==> config.mk <==
export PLATFORM = sky130hd
export DESIGN_NAME = lz77_decoder_flat
export DESIGN_NICKNAME = d
export VERILOG_FILES = /design/src/rtl/lz77_pkg.sv /design/src/rtl/lz77_decoder_if.sv /design/src/rtl/lz77_search_buf.sv /design/src/rtl/lz77_decoder.sv /design/src/flat_wrapper.sv
export SDC_FILE = /design/constraint.sdc
export NUM_CORES = 1
export LEC_CHECK = 0
export BUFFER_PORTS_ARGS = -buffer_cell sky130_fd_sc_hd__buf_2
export CORE_MARGIN = 4
export CORE_UTILIZATION = 55
export DETAILED_ROUTE_END_ITERATION = 10
export GPL_ROUTABILITY_DRIVEN = 0
export PLACE_DENSITY = 0.72
export SLEW_MARGIN = 20
export SYNTH_ARGS = -nofsm -noshare
export SYNTH_HDL_FRONTEND = slang
export SYNTH_HIERARCHICAL = 1
export SYNTH_SLANG_ARGS = --single-unit
export TNS_END_PERCENT = 10
==> constraint.sdc <==
create_clock -name clk -period 6.5 [get_ports clk]
set_input_delay 1.3 -clock clk [delete_from_list [all_inputs] [get_ports clk]]
set_output_delay 1.3 -clock clk [all_outputs]
set_load 0.01 [all_outputs]
==> src/rtl/lz77_pkg.sv <==
// Shared LZ77 constants and the decoder state type.
// The encoder imports the same history depth and end-of-string marker.
package lz77_pkg;

    localparam int unsigned SB_DEPTH = 9;
    localparam logic [7:0]  EOS_CHAR = 8'h45;

    typedef enum logic [1:0] {
        IDLE = 2'd0,
        COPY = 2'd1,
        LIT  = 2'd2
    } dec_state_t;

    function automatic logic is_eos(input logic [7:0] chr);
        return (chr == EOS_CHAR);
    endfunction

endpackage

==> src/rtl/lz77_decoder_if.sv <==
// Code-triple input and decoded-character output bundle of the LZ77 decoder.
interface lz77_decoder_if;

    logic       code_valid;
    logic [3:0] code_pos;
    logic [3:0] code_len;
    logic [7:0] chardata;
    logic       busy;
    logic       valid;
    logic [7:0] char_nxt;
    logic       finish;

    modport master (
        output code_valid, code_pos, code_len, chardata,
        input  busy, valid, char_nxt, finish
    );

    modport slave (
        input  code_valid, code_pos, code_len, chardata,
        output busy, valid, char_nxt, finish
    );

endinterface

==> src/rtl/lz77_search_buf.sv <==
// History shift register: newest char at index 0, indexed read returns 8'h00
// for any index past the end, synchronous clear has priority over shifting.
module lz77_search_buf
    import lz77_pkg::*;
#(
    parameter int unsigned DEPTH = SB_DEPTH
) (
    input  logic       clk,
    input  logic       clr_i,
    input  logic       shift_i,
    input  logic [7:0] din_i,
    input  logic [3:0] rd_idx_i,
    output logic [7:0] rd_data_o
);

    logic [7:0] mem_q [DEPTH];

    // History storage: clear, or push a new char at the front
    always_ff @(posedge clk) begin
        if (clr_i) begin
            for (int i = 0; i < DEPTH; i++) begin
                mem_q[i] <= 8'h00;
            end
        end else if (shift_i) begin
            mem_q[0] <= din_i;
            for (int i = 1; i < DEPTH; i++) begin
                mem_q[i] <= mem_q[i-1];
            end
        end else begin
            for (int i = 0; i < DEPTH; i++) begin
                mem_q[i] <= mem_q[i];
            end
        end
    end

    // Read mux; an index with no matching entry yields zero rather than X
    always_comb begin
        rd_data_o = 8'h00;
        for (int i = 0; i < DEPTH; i++) begin
            rd_data_o = (rd_idx_i == 4'(i)) ? mem_q[i] : rd_data_o;
        end
    end

endmodule

==> src/rtl/lz77_decoder.sv <==
// LZ77 decoder: expands (offset, length, literal) triples into one char per cycle,
// clearing the history when the literal is the end-of-string marker.
module lz77_decoder
    import lz77_pkg::*;
(
    input  logic          clk,
    input  logic          reset,
    lz77_decoder_if.slave bus
);

    dec_state_t state_q, state_d;
    logic [3:0] pos_q, pos_d;
    logic [3:0] cnt_q, cnt_d;
    logic [7:0] chr_q, chr_d;
    logic [7:0] char_q, char_d;
    logic       busy_q, busy_d;
    logic       valid_q, valid_d;
    logic       finish_q, finish_d;

    logic       accept_s;
    logic       shift_s;
    logic       clr_s;
    logic [7:0] shift_data_s;
    logic [7:0] rd_data_s;

    assign accept_s = bus.code_valid && !busy_q;

    lz77_search_buf #(
        .DEPTH (SB_DEPTH)
    ) u_hist (
        .clk       (clk),
        .clr_i     (reset || clr_s),
        .shift_i   (shift_s),
        .din_i     (shift_data_s),
        .rd_idx_i  (pos_q),
        .rd_data_o (rd_data_s)
    );

    // Next-state and output logic of the decode FSM
    always_comb begin
        state_d      = state_q;
        pos_d        = pos_q;
        cnt_d        = cnt_q;
        chr_d        = chr_q;
        char_d       = char_q;
        busy_d       = busy_q;
        valid_d      = 1'b0;
        finish_d     = 1'b0;
        shift_s      = 1'b0;
        clr_s        = 1'b0;
        shift_data_s = 8'h00;

        case (state_q)
            IDLE: begin
                if (accept_s) begin
                    pos_d  = bus.code_pos;
                    chr_d  = bus.chardata;
                    cnt_d  = bus.code_len;
                    busy_d = 1'b1;
                    if (bus.code_len != 4'd0) begin
                        state_d = COPY;
                    end else begin
                        state_d = LIT;
                    end
                end else begin
                    busy_d = 1'b0;
                end
            end
            COPY: begin
                // Reading a fixed offset of a shifting history replicates overlapping runs
                char_d       = rd_data_s;
                valid_d      = 1'b1;
                shift_s      = 1'b1;
                shift_data_s = rd_data_s;
                cnt_d        = cnt_q - 4'd1;
                if (cnt_q == 4'd1) begin
                    state_d = LIT;
                end else begin
                    state_d = COPY;
                end
            end
            LIT: begin
                state_d = IDLE;
                busy_d  = 1'b0;
                if (is_eos(chr_q)) begin
                    finish_d = 1'b1;
                    clr_s    = 1'b1;
                end else begin
                    char_d       = chr_q;
                    valid_d      = 1'b1;
                    shift_s      = 1'b1;
                    shift_data_s = chr_q;
                end
            end
            default: begin
                state_d = IDLE;
                busy_d  = 1'b0;
            end
        endcase
    end

    // State, latched triple and registered outputs
    always_ff @(posedge clk) begin
        if (reset) begin
            state_q  <= IDLE;
            pos_q    <= 4'd0;
            cnt_q    <= 4'd0;
            chr_q    <= 8'h00;
            char_q   <= 8'h00;
            busy_q   <= 1'b0;
            valid_q  <= 1'b0;
            finish_q <= 1'b0;
        end else begin
            state_q  <= state_d;
            pos_q    <= pos_d;
            cnt_q    <= cnt_d;
            chr_q    <= chr_d;
            char_q   <= char_d;
            busy_q   <= busy_d;
            valid_q  <= valid_d;
            finish_q <= finish_d;
        end
    end

    assign bus.busy     = busy_q;
    assign bus.valid    = valid_q;
    assign bus.char_nxt = char_q;
    assign bus.finish   = finish_q;

endmodule

==> src/flat_wrapper.sv <==
// flat-port wrapper written by rule: the top's interface ports become plain ports
module lz77_decoder_flat import lz77_pkg::*;
  (clk, reset, bus_code_valid, bus_code_pos, bus_code_len, bus_chardata, bus_busy, bus_valid, bus_char_nxt, bus_finish);
  lz77_decoder_if bus_i ();
  input  logic clk;
  input  logic reset;
  input wire logic [$bits(bus_i.code_valid)-1:0] bus_code_valid;
  input wire logic [$bits(bus_i.code_pos)-1:0] bus_code_pos;
  input wire logic [$bits(bus_i.code_len)-1:0] bus_code_len;
  input wire logic [$bits(bus_i.chardata)-1:0] bus_chardata;
  output wire logic [$bits(bus_i.busy)-1:0] bus_busy;
  output wire logic [$bits(bus_i.valid)-1:0] bus_valid;
  output wire logic [$bits(bus_i.char_nxt)-1:0] bus_char_nxt;
  output wire logic [$bits(bus_i.finish)-1:0] bus_finish;
  assign bus_i.code_valid = bus_code_valid;
  assign bus_i.code_pos = bus_code_pos;
  assign bus_i.code_len = bus_code_len;
  assign bus_i.chardata = bus_chardata;
  assign bus_busy = bus_i.busy;
  assign bus_valid = bus_i.valid;
  assign bus_char_nxt = bus_i.char_nxt;
  assign bus_finish = bus_i.finish;
  lz77_decoder u_core (.clk(clk), .reset(reset), .bus(bus_i));
endmodule
# Yosys cells after proc, flatten, opt, wreduce, memory -nomap -nowiden
# Memory sizes are Yosys's and may differ from the RTL's.
# Index checks and enable logic that the tools add are counted.
# word_totals
regBits	29
latch_bits	0
mem_bits_rw	72
rom_bits	0
n_memories	1
# classes
addsub	1
n_mul	0
div	0
order_cmp	0
eq_ne	14
n_shift	0
n_mux	51
n_bitwise	18
reduce_logical	11
# memory_table
name	depth	width	rd	rd_clocked_by_memory_dff	write_ports	line_no	rtl
u_core.u_hist.mem_q	9	8	9	0	9	lz77_search_buf.sv:16	logic [7:0] mem_q [DEPTH];
# ops
op	n
8-bit 2-to-1 mux	29
8-bit one-hot mux with 2 select lines	2
1-bit OR	18
4-bit by 3-bit equality test with 1-bit output (second input constant)	4
1-bit 2-to-1 mux	12
4-bit by 1-bit equality test with 1-bit output (second input constant)	2
4-bit by 2-bit equality test with 1-bit output (second input constant)	2
8-bit by 7-bit equality test with 1-bit output (second input constant)	1
4-bit one-hot mux with 2 select lines	1
2-bit 2-to-1 mux	3
2-bit AND reduction	3
4-bit equality test (second input constant)	1
4-bit zero test	1
4-bit 2-to-1 mux	1
1-bit one-hot mux with 2 select lines	2
2-bit one-hot mux with 2 select lines	1
2-bit nonzero test	2
4-bit nonzero test	1
4-bit by 1-bit subtractor with 4-bit output (second input constant)	1
2-bit by 1-bit equality test with 1-bit output (second input constant)	1
2-bit equality test (second input constant)	1
2-bit zero test	1
2-bit by 1-bit inequality test with 1-bit output (second input constant)	1
2-bit inequality test (second input constant)	1
3 further kinds	3

# Depth between registers and ports, before layout
# Gate-level depths: netlist of run 1.
# logic_depth
ltp_word	13
depth_mapped	10

# Modules after synthesis
# The synthesis of run 1 kept the hierarchy.
# modules_own_cells
module	n_inst	cells_each	area_each_um2	seq_area_each_um2
lz77_search_buf	1	275	3454.6	2162.1
lz77_decoder	1	189	1564.0	580.6

# Worst setup path after synthesis of run 1
# OpenSTA, ideal clock, no wires.
# synth_timing
path_type	input -> register
startpoint	in reset
endpoint	mem u_core.u_hist.mem_q[0][0], enable pin
setup_time_ns	0.399
t_arrival_ns	2.868
required_ns	6.101
slack_ns	3.233
path_stages	4
path_buffers	2
path_cell_list	clkbuf_1 > clkbuf_1 > a21o_1 > or2_2
# synth_lines
item	line_no	rtl
from (decl)	flat_wrapper.sv:6	input logic reset;
to (decl)	lz77_search_buf.sv:16	

==> summary.txt, run 1 <==
Run status
  – Status: completed

Critical path
  – CP required: 6.52 ns
  – R2R depth: 5
  – Critical Path AT: 3.21 ns
  – Worst-path fanout max: 38
  – Worst setup SP type: flop
  – R2R Path End: u_core/u_hist/mem_q[0][7]$_SDFFCE_PN0P_
  – Crit. End Element: flop
  – Start of the worst register-to-register path: u_core/chr_q[2]$_SDFFE_PP0P_
  – Reg2Reg Setup Slack: 3.31 ns
  – Kind of critical path: flop to flop

Layout
  – Final instance area: 5360 um^2
  – Ant. Diodes: 0
  – Final core occ: 0.609
  – Final std cells w/o fill: 587
  – Fin nets: 498
  – Share of cells above drive strength 1: 0.123
  – Area Overhead vs Synth: 6.86%

GRT
  – First-pass GRT wire length: 16.6 mm
  – Grt total ovfl: 0
  – Vias in the first global route: 3,190
  – Initial antenna violation count: 0
  – GRT Overall Usage: 0.192
  – Largest net degree at the start of global routing: 43

STA
  – Setup TNS: 0 ns
  – Fin. Hold Viols: 0
  – Unrepaired setup endpoints after global routing: no
  – Max Freq: 313 MHz
  – Pins Over Slew Limit: 0
  – Period minus WS final: 3.19 ns
  – Slew headroom: 0.432
  – Final setup vio count: 0
  – Slew @ Worst Pin: 0.850 ns
  – Period utilization: 0.491
  – Fin Clk Skew: 0.0160 ns

Clock network
  – Later-pin clock latency in the skew report: 0.37 ns
  – Worst-path clk slew: 0.10 ns
  – Num Clock Sinks: 101
  – Number of post-CTS setup repair buffers: 0
  – Hold_buf cts: 0
  – CTS Buffer Depth: 2
  – CTS tree: done
  – CTS H-tree lvls: 3
  – CTS resizes: 0
  – Root buf cell: clkbuf_8
  – TritonCTS Buffers: 9

Power and ir drop
  – Peak supply drop: 0.000155 V
  – PD cells: 330 nW/um^2
  – Power after layout: 1770 uW
  – Pleak: 0.00195 uW

Drt
  – Routed wire per std cell: 17.2 um
  – DRT antenna net count: 0
  – DR pass1 iterations: 4
  – DR vias: 3,428
  – Starting DRT DRC Count: 249
  – Drt drc: 0
  – Final Routed Wirelength: 10.1 mm
  – Post-DR vias/cell: 5.84

Die
  – Row cnt: 34
  – Die X: 104 um
  – Die outline area: 10,700 um^2
  – Chip height: 104 um
  – Core footprint: 8810 um^2
  – Io pins: 30
  – Initial Util: 0.570

Placement
  – I/O Buffers: 29
  – DP Wirelength: 6.51 mm
  – Post-Place Cells: 571
  – Placed inst area: 5180 um^2

Min path
  – Worst Hold Path Cells: 2
  – Hold Crit Class: flop to flop
  – Hold path start: u_core/chr_q[7]$_SDFFE_PP0P_
  – Hold Path Sink: u_core/chr_q[7]$_SDFFE_PP0P_

Synth
  – Post-synth EDFFs: 72
  – Gate Count Post-Synth: 464
  – Post-Synthesis Cell Area: 5020 um^2
  – Predominant post-synthesis flop cell: edfxtp_1
  – Yosys warns: 6
  – Seq/Total Area, Yosys: 0.546
  – Yosys reg bits: 101
  – Syn Nets: 488
  – Async SR Flop Fraction: 0
  – Count of cell types in the netlist: 58
  – Syn_area_per_cell: 10.8 um^2

Job
  – Max Cap Viol: 0
critical path, cell delays in order (launching register included):
cell     delay (ns)
dfxtp_1        0.39
nor4b_2        0.72
and2_1         0.32
a21o_1         0.19
or2_2          0.65
buf_4          0.55
state kept, by name, summed over array words and instances (netlist names):
| name | cells |
|---|---|
| u_core/bus.busy | 1 |
| u_core/bus.char_nxt | 8 |
| u_core/bus.finish | 1 |
| u_core/bus.valid | 1 |
| u_core/chr_q | 8 |
| u_core/cnt_q | 4 |
| u_core/pos_q | 4 |
| u_core/state_q | 2 |
| u_core/u_hist/mem_q | 72 |
cell usage in the layout (no fill, tap or decap), types with 2 or more instances in the layout:
cell type,instances
mux2i_1,16
o22ai_1,7
buf_4,5
dfxtp_1,29
o31ai_1,2
nand4bb_1,5
edfxtp_1,72
nor2_1,15
clkbuf_8,9
a21oi_1,34
ha_1,5
nand4_1,8
o21ai_0,10
nor2b_1,6
a32o_1,3
inv_1,8
or4bb_1,2
and2_1,74
nand2_1,51
or2_2,2
nand2b_1,16
nand3_1,3
o21a_1,6
clkinv_4,2
a21boi_0,5
a311oi_1,2
buf_2,29
a211oi_1,8
inv_6,2
o221ai_1,10
cell usage after synthesis (all sizes together), types with 3 or more instances:
cell,count,share of area
edfxtp,72,0.43
mux2i,16,0.032
a211oi,8,0.012
o22ai,7,0.0087
nand4,8,0.010
o21a,6,0.0090
and2,74,0.092
nand2,51,0.038
nand3,3,0.0030
buf,21,0.027
o21ai,10,0.010
a21boi,6,0.0090
nor2,15,0.011
inv,8,0.0060
or2,3,0.0037
nor2b,7,0.0087
nand4bb,5,0.011
a21oi,34,0.034
ha,5,0.012
dfxtp,29,0.12
o221ai,10,0.017
a32o,3,0.0060
nand2b,16,0.020
clkbuf,15,0.011
worst max path at each step:
stage | from | endpoint | slack, ns | cells past startpoint
global placement | reset | u_core/u_hist/mem_q[0][0]$_SDFFCE_PN0P_ | 3.01 | 4
finish | u_core/chr_q[2]$_SDFFE_PP0P_ | u_core/u_hist/mem_q[0][7]$_SDFFCE_PN0P_ | 3.31 | 5
global route | u_core/chr_q[7]$_SDFFE_PP0P_ | u_core/u_hist/mem_q[0][33]$_SDFFCE_PN0P_ | 2.98 | 5
floorplan | reset | u_core/u_hist/mem_q[0][0]$_SDFFCE_PN0P_ | 3.23 | 4
CTS | u_core/chr_q[2]$_SDFFE_PP0P_ | u_core/u_hist/mem_q[0][7]$_SDFFCE_PN0P_ | 3.28 | 5
detailed placement | reset | u_core/u_hist/mem_q[0][6]$_SDFFCE_PN0P_ | 2.98 | 4
through the flow:
step | hold slack (ns) | setup slack, ns
floorplan | 0.445 | 3.23
global placement | 0.469 | 3.01
detailed placement | 0.475 | 2.98
CTS | 0.491 | 3.28
global route | 0.522 | 2.98
finish | 0.487 | 3.31
report_power, final:
group | switching [uW] | internal, uW | leakage (uW)
clock | 221 | 146 | 0.0000894
combinational | 302 | 190 | 0.000873
sequential | 71.5 | 839 | 0.000992
total | 595 | 1180 | 0.00195
final cells by class:
| type | instances | area [um^2] |
|---|---|---|
| clock buffer | 10 | 128 |
| tap | 108 | 135 |
| fill | 722 | 3440 |
| sequential | 101 | 2740 |
| inverter | 8 | 30.0 |
| timing repair buffer | 35 | 210 |
| clock inverter | 6 | 53.8 |
| multi-input combinational | 319 | 2060 |
logic make-up (layout without fill, tap and decap cells):
group / after synthesis / count (layout) / share of synthesized area
AOI/OAI and AO/OA: 101 / 101 / 0.135
buffers and inverters: 44 / 59 / 0.0439
and+or+nand+nor: 197 / 197 / 0.230
muxes: 16 / 16 / 0.0319
DFF: 101 / 101 / 0.546
adders and majority gates: 5 / 5 / 0.0125
routing by layer:
metal	GRT usage	up-vias	wire length, um
li1	-	1696	-
met1	0.287	1635	4900
met2	0.282	82	4580
met3	0.0485	15	487
met4	0.0475	0	137
met5	0	-	0
Note: power is estimated with default switching activity, not from simulation.
==> run 2: changes to the inputs <==
clock period = 3.2 ns   (was 6.5 ns; I/O delays follow)
==> run 2 against run 1 <==
Compared with the run above: final cell count up 0.68%; critical path type unchanged; setup slack got worse by 2.7 ns; die area did not move; final area up 0.93%; largest power group unchanged; clock-buffer cell count rose by 1.
==> summary.txt, run 2 (same netlist as run 1, synthesis figures left out) <==
Run status
  – Status: completed (unchanged)

Job
  – Max Cap Viol: 0 (unchanged)

Clock network
  – Hold_buf cts: 0 (unchanged)
  – Later-pin clock latency in the skew report: 0.37 ns (about the same)
  – Root buf cell: clkbuf_8 (unchanged)
  – CTS tree: done (unchanged)
  – Worst-path clk slew: 0.10 ns (about the same)
  – Number of post-CTS setup repair buffers: 0 (unchanged)
  – CTS resizes: 0 (unchanged)
  – Num Clock Sinks: 101 (unchanged)
  – TritonCTS Buffers: 9 (unchanged)
  – CTS H-tree lvls: 3 (unchanged)
  – CTS Buffer Depth: 2 (unchanged)

Die
  – Io pins: 30 (unchanged)
  – Die outline area: 10,700 um^2 (unchanged)
  – Die X: 104 um (unchanged)
  – Core footprint: 8810 um^2 (unchanged)
  – Initial Util: 0.570 (unchanged)
  – Chip height: 104 um (unchanged)
  – Row cnt: 34 (unchanged)

Critical path
  – Critical path endpoint: u_core/u_hist/mem_q[0][22]$_SDFFCE_PN0P_ (was u_core/u_hist/mem_q[0][7]$_SDFFCE_PN0P_)
  – Crit path buf inv count: 1 (unchanged)
  – Start of the worst register-to-register path: u_core/chr_q[1]$_SDFFE_PP0P_ (was u_core/chr_q[2]$_SDFFE_PP0P_)
  – Critical Path AT: 2.60 ns (was 3.21 ns)
  – CP required: 3.20 ns (was 6.52 ns)
  – Worst Setup SP: u_core/chr_q[1]$_SDFFE_PP0P_ (was u_core/chr_q[2]$_SDFFE_PP0P_)
  – CP max stage delay: 0.67 ns (was 0.72 ns)
  – Reg2Reg Setup Slack: 0.59 ns (was 3.31 ns)
  – Worst setup SP type: flop (unchanged)
  – Worst-path fanout max: 72 (was 38)
  – Crit path depth: 5 (unchanged)
  – Crit. End Element: flop (unchanged)
  – R2R Path End: u_core/u_hist/mem_q[0][22]$_SDFFCE_PN0P_ (was u_core/u_hist/mem_q[0][7]$_SDFFCE_PN0P_)
  – Crit-path leading delay family: buffers and inverters (was simple AND/OR/NAND/NOR gates)
  – R2R depth: 5 (unchanged)
  – Kind of critical path: flop to flop (unchanged)
  – Critical path cell sequence: and4bb_2 > a21boi_1 > o21a_1 > or2_2 > buf_4 (was nor4b_2 > and2_1 > a21o_1 > or2_2 > buf_4)
  – Slowest CP cell: buf_4 (was nor4b_2)

Layout
  – Top reg by flops: u_core/u_hist/mem_q (unchanged)
  – Most common cell after layout, fill and taps aside: and2_1 (unchanged)
  – Max reg flops: 72 (unchanged)
  – Share of cells above drive strength 1: 0.130 (was 0.123)
  – Final instance area: 5410 um^2 (was 5360 um^2)
  – Number of fill cells in the layout: 720 (was 722)
  – Most frequent cells in the layout: 74 x and2_1, 72 x edfxtp_1, 51 x nand2_1 (unchanged)
  – Ant. Diodes: 0 (unchanged)
  – Register Area: 2740 um^2 (unchanged)
  – Fin nets: 502 (was 498)
  – Multi-input gate area: 2060 um^2 (unchanged)
  – Area Overhead vs Synth: 7.85% (was 6.86%)

Drt
  – Drt drc: 0 (unchanged)
  – DRT antenna net count: 0 (unchanged)
  – Post-DR vias/cell: 5.90 (was 5.84)
  – Routed wire per std cell: 18.3 um (was 17.2 um)
  – DR pass1 iterations: 6 (was 4)
  – Final Routed Wirelength: 10.8 mm (was 10.1 mm)
  – Starting DRT DRC Count: 312 (was 249)
  – DR vias: 3,484 (was 3,428)

GRT
  – Vias in the first global route: 3,384 (was 3,190)
  – First-pass GRT wire length: 17.8 mm (was 16.6 mm)
  – Initial antenna violation count: 0 (unchanged)
  – GRT Overall Usage: 0.208 (was 0.192)
  – Grt total ovfl: 0 (unchanged)
  – Largest net degree at the start of global routing: 73 (was 43)

Power and ir drop
  – Pleak: 0.00199 uW (was 0.00195 uW)
  – PD cells: 687 nW/um^2 (was 330 nW/um^2)
  – Peak supply drop: 0.000476 V (was 0.000155 V)

STA
  – Pins Over Slew Limit: 0 (unchanged)
  – Final setup vio count: 0 (unchanged)
  – Unrepaired setup endpoints after global routing: no (unchanged)
  – Setup TNS: 0 ns (unchanged)
  – Max Freq: 384 MHz (was 313 MHz)
  – Slew headroom: 0.393 (was 0.432)
  – Fin Clk Skew: 0.0103 ns (was 0.0160 ns)
  – Period utilization: 0.814 (was 0.491)
  – Slew @ Worst Pin: 0.910 ns (was 0.850 ns)
  – Fin. Hold Viols: 0 (unchanged)
  – Period minus WS final: 2.61 ns (was 3.19 ns)

Placement
  – DP Wirelength: 7.45 mm (was 6.51 mm)
  – Placed inst area: 5200 um^2 (was 5180 um^2)
  – I/O Buffers: 29 (unchanged)

Min path
  – Hold Crit Class: flop to flop (unchanged)
-- run 2: cell types whose count changed in the layout (fill, tap and decap cells not counted) --
cell,change
buf_4,+4
clkinv_2,+2
clkinv_4,-2
buf_12,+1
buf_16,-1
bufinv_16,+1
clkbuf_16,+1
inv_6,-1
inv_8,-1
-- run 2: tightest hold or removal path, stage by stage (launching register included) --
cell       delay (ns)
dfxtp_1          0.33
nand2_1          0.05
o2bb2ai_1        0.06
-- run 2: routing by layer --
layer,GRT usage,up-vias,wire [um]
met5,0,-,0
met4,0.0560,0,121
met3,0.0491,10,515
met2,0.328,80,5070
met1,0.291,1701,5100
li1,-,1693,-
-- run 2: how the worst min path moves through the flow --
| stage | from | endpoint | slack (ns) | depth (start not counted) |
|---|---|---|---|---|
| global route | bus_chardata[2] | u_core/chr_q[2]$_SDFFE_PP0P_ | 0.49 | 3 |
| global placement | u_core/chr_q[1]$_SDFFE_PP0P_ | u_core/chr_q[1]$_SDFFE_PP0P_ | 0.47 | 2 |
| detailed placement | u_core/cnt_q[3]$_SDFFE_PP0P_ | u_core/cnt_q[3]$_SDFFE_PP0P_ | 0.47 | 2 |
| floorplan | u_core/chr_q[1]$_SDFFE_PP0P_ | u_core/chr_q[1]$_SDFFE_PP0P_ | 0.45 | 2 |
| finish | u_core/cnt_q[3]$_SDFFE_PP0P_ | u_core/cnt_q[3]$_SDFFE_PP0P_ | 0.48 | 2 |
| CTS | bus_chardata[0] | u_core/chr_q[0]$_SDFFE_PP0P_ | 0.48 | 3 |
-- run 2: cell type report --
class / instances / area share
multi-input combinational: 319 / 0.381
tap: 108 / 0.0250
clock buffer: 11 / 0.0282
inverter: 8 / 0.00555
clock inverter: 5 / 0.0104
sequential: 101 / 0.507
timing repair buffer: 39 / 0.0430
-- run 2: stage by stage --
step                      power [uW]  hold WS (ns)   util  setup slack [ns]  std cells
final                           3720         0.484  0.615             0.595        591
after floorplan                 2600         0.445      -             0.593        464
after CTS                       3740         0.483  0.615             0.654        591
after global placement          2870         0.466  0.591             0.712        575
after detailed placement        2890         0.472  0.591             0.688        575
after global routing            3940         0.485  0.615             0.473        591
-- run 2: report_power, final --
| group | internal [uW] | leakage [uW] | switching [uW] |
|---|---|---|---|
| combinational | 391 | 0.000891 | 595 |
| sequential | 1710 | 0.000992 | 176 |
| clock | 410 | 0.000105 | 440 |
